$ cat src/rtl/rr_arbiter_4.sv
// Four-requester round-robin arbiter with registered one-hot grant, encoded index
// and a programmable hold limit that forces release with a one-cycle preempt pulse.
module rr_arbiter_4 #(
    parameter int unsigned MAX_HOLD = 16
) (
    input  logic       clk,
    input  logic       rst,
    input  logic       en,
    input  logic [3:0] req,
    output logic [3:0] gnt,
    output logic [1:0] gnt_idx,
    output logic       gnt_valid,
    output logic       preempt
);

    localparam logic [0:0] ST_IDLE  = 1'b0;
    localparam logic [0:0] ST_GRANT = 1'b1;

    localparam int unsigned HOLD_W     = 8;
    localparam bit          TIMEOUT_EN = (MAX_HOLD != 0);
    // Only meaningful when the timeout is enabled; wraps harmlessly for MAX_HOLD=0.
    localparam logic [HOLD_W-1:0] HOLD_LAST = HOLD_W'(MAX_HOLD - 1);
    localparam logic [HOLD_W-1:0] HOLD_SAT  = {HOLD_W{1'b1}};

    logic [0:0]        state_q,     state_d;
    logic [3:0]        gnt_q,       gnt_d;
    logic [1:0]        gnt_idx_q,   gnt_idx_d;
    logic              gnt_valid_q, gnt_valid_d;
    logic              preempt_q,   preempt_d;
    logic [1:0]        last_q,      last_d;
    logic [HOLD_W-1:0] hold_cnt_q,  hold_cnt_d;

    logic [1:0] win_idx;
    logic [1:0] probe_idx;

    // Priority search last+1, last+2, last+3, last; scanned in reverse so the nearest hit sticks.
    always_comb begin
        win_idx   = last_q;
        probe_idx = last_q;
        for (int k = 4; k >= 1; k--) begin
            probe_idx = last_q + 2'(k);
            if (req[probe_idx]) begin
                win_idx = probe_idx;
            end
        end
    end

    always_comb begin
        state_d     = state_q;
        gnt_d       = gnt_q;
        gnt_idx_d   = gnt_idx_q;
        gnt_valid_d = gnt_valid_q;
        preempt_d   = 1'b0;
        last_d      = last_q;
        hold_cnt_d  = hold_cnt_q;

        case (state_q)
            ST_IDLE: begin
                if (en && (req != 4'b0000)) begin
                    state_d     = ST_GRANT;
                    gnt_d       = 4'b0001 << win_idx;
                    gnt_idx_d   = win_idx;
                    gnt_valid_d = 1'b1;
                    hold_cnt_d  = '0;
                end
            end
            ST_GRANT: begin
                if (!req[gnt_idx_q]) begin
                    state_d     = ST_IDLE;
                    gnt_d       = 4'b0000;
                    gnt_valid_d = 1'b0;
                    last_d      = gnt_idx_q;
                end else if (TIMEOUT_EN && (hold_cnt_q == HOLD_LAST)) begin
                    state_d     = ST_IDLE;
                    gnt_d       = 4'b0000;
                    gnt_valid_d = 1'b0;
                    last_d      = gnt_idx_q;
                    preempt_d   = 1'b1;
                end else if (hold_cnt_q != HOLD_SAT) begin
                    hold_cnt_d = hold_cnt_q + HOLD_W'(1);
                end
            end
            default: begin
                state_d     = ST_IDLE;
                gnt_d       = 4'b0000;
                gnt_valid_d = 1'b0;
            end
        endcase
    end

    always_ff @(posedge clk) begin
        if (rst) begin
            state_q     <= ST_IDLE;
            gnt_q       <= 4'b0000;
            gnt_idx_q   <= 2'd0;
            gnt_valid_q <= 1'b0;
            preempt_q   <= 1'b0;
            last_q      <= 2'd3;
            hold_cnt_q  <= '0;
        end else begin
            state_q     <= state_d;
            gnt_q       <= gnt_d;
            gnt_idx_q   <= gnt_idx_d;
            gnt_valid_q <= gnt_valid_d;
            preempt_q   <= preempt_d;
            last_q      <= last_d;
            hold_cnt_q  <= hold_cnt_d;
        end
    end

    assign gnt       = gnt_q;
    assign gnt_idx   = gnt_idx_q;
    assign gnt_valid = gnt_valid_q;
    assign preempt   = preempt_q;

endmodule

$ cat config.mk
export PLATFORM = sky130hd
export DESIGN_NAME = rr_arbiter_4
export DESIGN_NICKNAME = d
export VERILOG_FILES = /design/src/rtl/rr_arbiter_4.sv
export SDC_FILE = /design/constraint.sdc
export NUM_CORES = 1
export LEC_CHECK = 0
export ABC_AREA = 1
export CORE_MARGIN = 8
export CORE_UTILIZATION = 40
export CTS_CLUSTER_DIAMETER = 80
export CTS_CLUSTER_SIZE = 40
export DETAILED_ROUTE_END_ITERATION = 6
export DONT_BUFFER_PORTS = 1
export PLACE_DENSITY = 0.65
export SETUP_SLACK_MARGIN = 0.05
export SYNTH_ARGS = -nofsm -noshare
export SYNTH_HDL_FRONTEND = slang
export SYNTH_SLANG_ARGS = --single-unit
export TNS_END_PERCENT = 1
$ cat constraint.sdc
create_clock -name clk -period 4.6 [get_ports clk]
set_input_delay 0.69 -clock clk [delete_from_list [all_inputs] [get_ports clk]]
set_output_delay 0.69 -clock clk [all_outputs]
set_load 0.005 [all_outputs]
==> results.ini <==
[run_status]
status = complete, no violations

[power]
p_sw_uw = 115.3
peakVddDrop_mv = 0.2574
clkPwrFrac_pct = 23.9
intPower_uw = 233.6
power.density_mw_per_mm2 = 299.5
p_leak_uw = 0.0005251
p_comb_share_pct = 22.7
switching_share_pct = 33.05
seq_power_share_pct = 53.3

[logic_synthesis]
synth.net_count = 179
yosysSeqAreaShare_pct = 33.89
yosys-top-cells-area = dfxtp_1 34%, nand2_1 18%, nand3_1 6.7%, nor2_1 5.7%, a21oi_1 5.4%
ys_seq_elements = 19
yosys.area.top_type = dfxtp_1
mappedNetlistArea_mm2 = 0.001122
syn_area_per_cell_um2 = 6.563
synth_cell_types = 29
synth_top_area_share_pct = 33.89
yosysWarningCount = 0
synthCells = 171

[die]
design.core.area_mm2 = 0.002710
num_rows = 19
dieArea_mm2 = 0.004757
io_pins = 15
die_h_um = 68.97
start_util_pct = 41.41
fp.dieW_um = 68.97

[layout]
num-fill-cells = 293
drive_gt1_share_pct = 7.558
nNetsFinal = 181
final_cell_mix = 55 x nand2_1, 19 x dfxtp_1, 17 x nor2_1
regArea_um2 = 380.4
mostFrequentLayoutCell = nand2_1
stdcell_count = 203
multi_input_area_um2 = 645.6
area_growth_pct = 3.791
antenna_cells = 0

[critical_path]
criticalPathCategory = register to register
reg2regPathDepth = 12
cpMaxStageDelayCell = dfxtp_1
cp.depth = 12
cpPeakStageDelay_ns = 0.35
cp_top_family = simple AND/OR/NAND/NOR gates
cp.arrival_ns = 1.91
crit_chain = ha_1 -> nand2_2 -> inv_2 -> nand2_2 -> nor2_1 -> nand2_1 -> nand3_1 -> nand2_1 -> inv_1 -> nor2_1 -> nand2_1 -> a21oi_1
worstPathMaxFanout = 6
cp_common_cell = nand2_1
crit_required_ns = 4.82
start_kind = register
crit_buf_inv = 2
crit_path_end_kind = register

[global_routing]
grt_overflow = 0
grt_pass1_wl_um = 4312
grt_pass1_vias = 1018
antenna_found_initial = 0
grt_use_total_pct = 11.63
grt_max_degree = 15

[sta]
rsz0062_at_grt = no
final_max_slew_viol_count = 0
tightest_slew_ns = 0.3601
tns_ns = 0
finalHoldViolCount = 0
finalSetupViolations = 0
fin_crit_ns = 1.691
fin_worst_skew_ns = 0.01345
period_share_pct = 36.76
fmax_mhz = 591.4
max_slew_margin_pct = 75.96

[detailed_routing]
post_drt_wl_per_cell_um = 12.23
antenna_left = 0
drc = 0
drt-total-wl_um = 2483
vias_per_cell = 5.227
vias = 1061
drt_iter0_drc = 82
firstDrtPassIters = 4

[cts]
clk_pin_slew_worst_paths_ns = 0.11
post-cts-setup-buffers = 0
cts_hold_buf = 0
clk_latency_ns = 0.30
cts_resized = 0
numCtsBuffers = 3
htreeDepth = 1
cts-root-buf = clkbuf_4
clkSinkCount = 19
clock_path_buffers = 2
cts_tree = built

[placement]
dp_hpwl_um = 1918
port_buffers = 0
gp_routability_congestion = 0.8126
place_inst = 199

[min_path]
min_path_type = input pin to register
holdPathStages = 1

[run]
cap_viol_max_count = 0

[logic make-up after synthesis]
group,Yosys count,synth area share (%)
XOR/XNOR,4,3.121
AO/OA/AOI/OAI,24,14.60
AND/OR/NAND/NOR,101,38.68
buffers and inverters,22,8.585
adder cells (fa/ha/maj),1,1.115
flip-flops,19,33.89
[metal layers]
layer | track usage (%) | routed length [um] | vias to the layer above
li1 | - | - | 559
met4 | 3.258 | 0 | 0
met2 | 19.33 | 1224 | 17
met1 | 13.11 | 1101 | 485
met3 | 5.331 | 158 | 0
met5 | 0 | 0 | -
[path summary, 6_finish.rpt]
| path | from | end | slack, ns |
|---|---|---|---|
| max | hold_cnt_q[0] | gnt[2] | 2.91 |
| min | rst | hold_cnt_q[4] | 0.44 |
| max reg2reg | hold_cnt_q[0] | gnt[2] | 2.91 |
| min reg2reg | gnt[0] | gnt[0] | 0.49 |
[metrics by stage]
stage / instance area (um^2) / total power (uW) / setup WS [ns] / hold WS, ns / utilization, %
6_report: 1165 / 348.9 / 2.909 / 0.4399 / 42.98
5_1_grt: 1165 / 375.1 / 2.731 / 0.4053 / 42.98
4_1_cts: 1165 / 354.6 / 2.914 / 0.4235 / 42.98
3_5_place_dp: 1139 / 269.1 / 2.881 / 0.4739 / 42.01
3_3_place_gp: 1139 / 267.3 / 2.890 / 0.4703 / 42.01
2_1_floorplan: 1122 / 254.2 / 3.043 / 0.4554 / -
[synth_stat cells (all sizes together)]
cell type and count:
nand2 59, dfxtp 19, inv 19, nor2 17, nand3 15, a21oi 13, o21ai 5, nand4 4
xor2 4, nor3 3, buf 2, o211ai 2, a211oi 1, a21o 1, a31oi 1, and3 1
clkbuf 1, ha 1, nor4 1, o21a 1, or2 1
[final cells by class]
cell class              instances  area share (%)
flip-flops and latches         19           32.65
inverters                      19           6.337
well taps                      31           3.330
multi-input cells             130           55.42
clock buffers                   4           2.256
[power by group through the flow]
stage / Clock, uW / Sequential [uW] / Combinational [uW]
3_5_place_dp: 0 / 190 / 79.0
2_1_floorplan: 0 / 185 / 69.5
3_3_place_gp: 0 / 190 / 77.4
4_1_cts: 88.9 / 186 / 79.3
6_report: 83.5 / 186 / 79.3
5_1_grt: 96.0 / 188 / 91.0
[state kept, by name (all words and copies together) (netlist names)]
signal,cells
hold_cnt_q,8
state_q,1
last_q,2
gnt_valid,1
preempt,1
gnt,4
gnt_idx,2
Note: power is estimated with default switching activity, not from simulation.
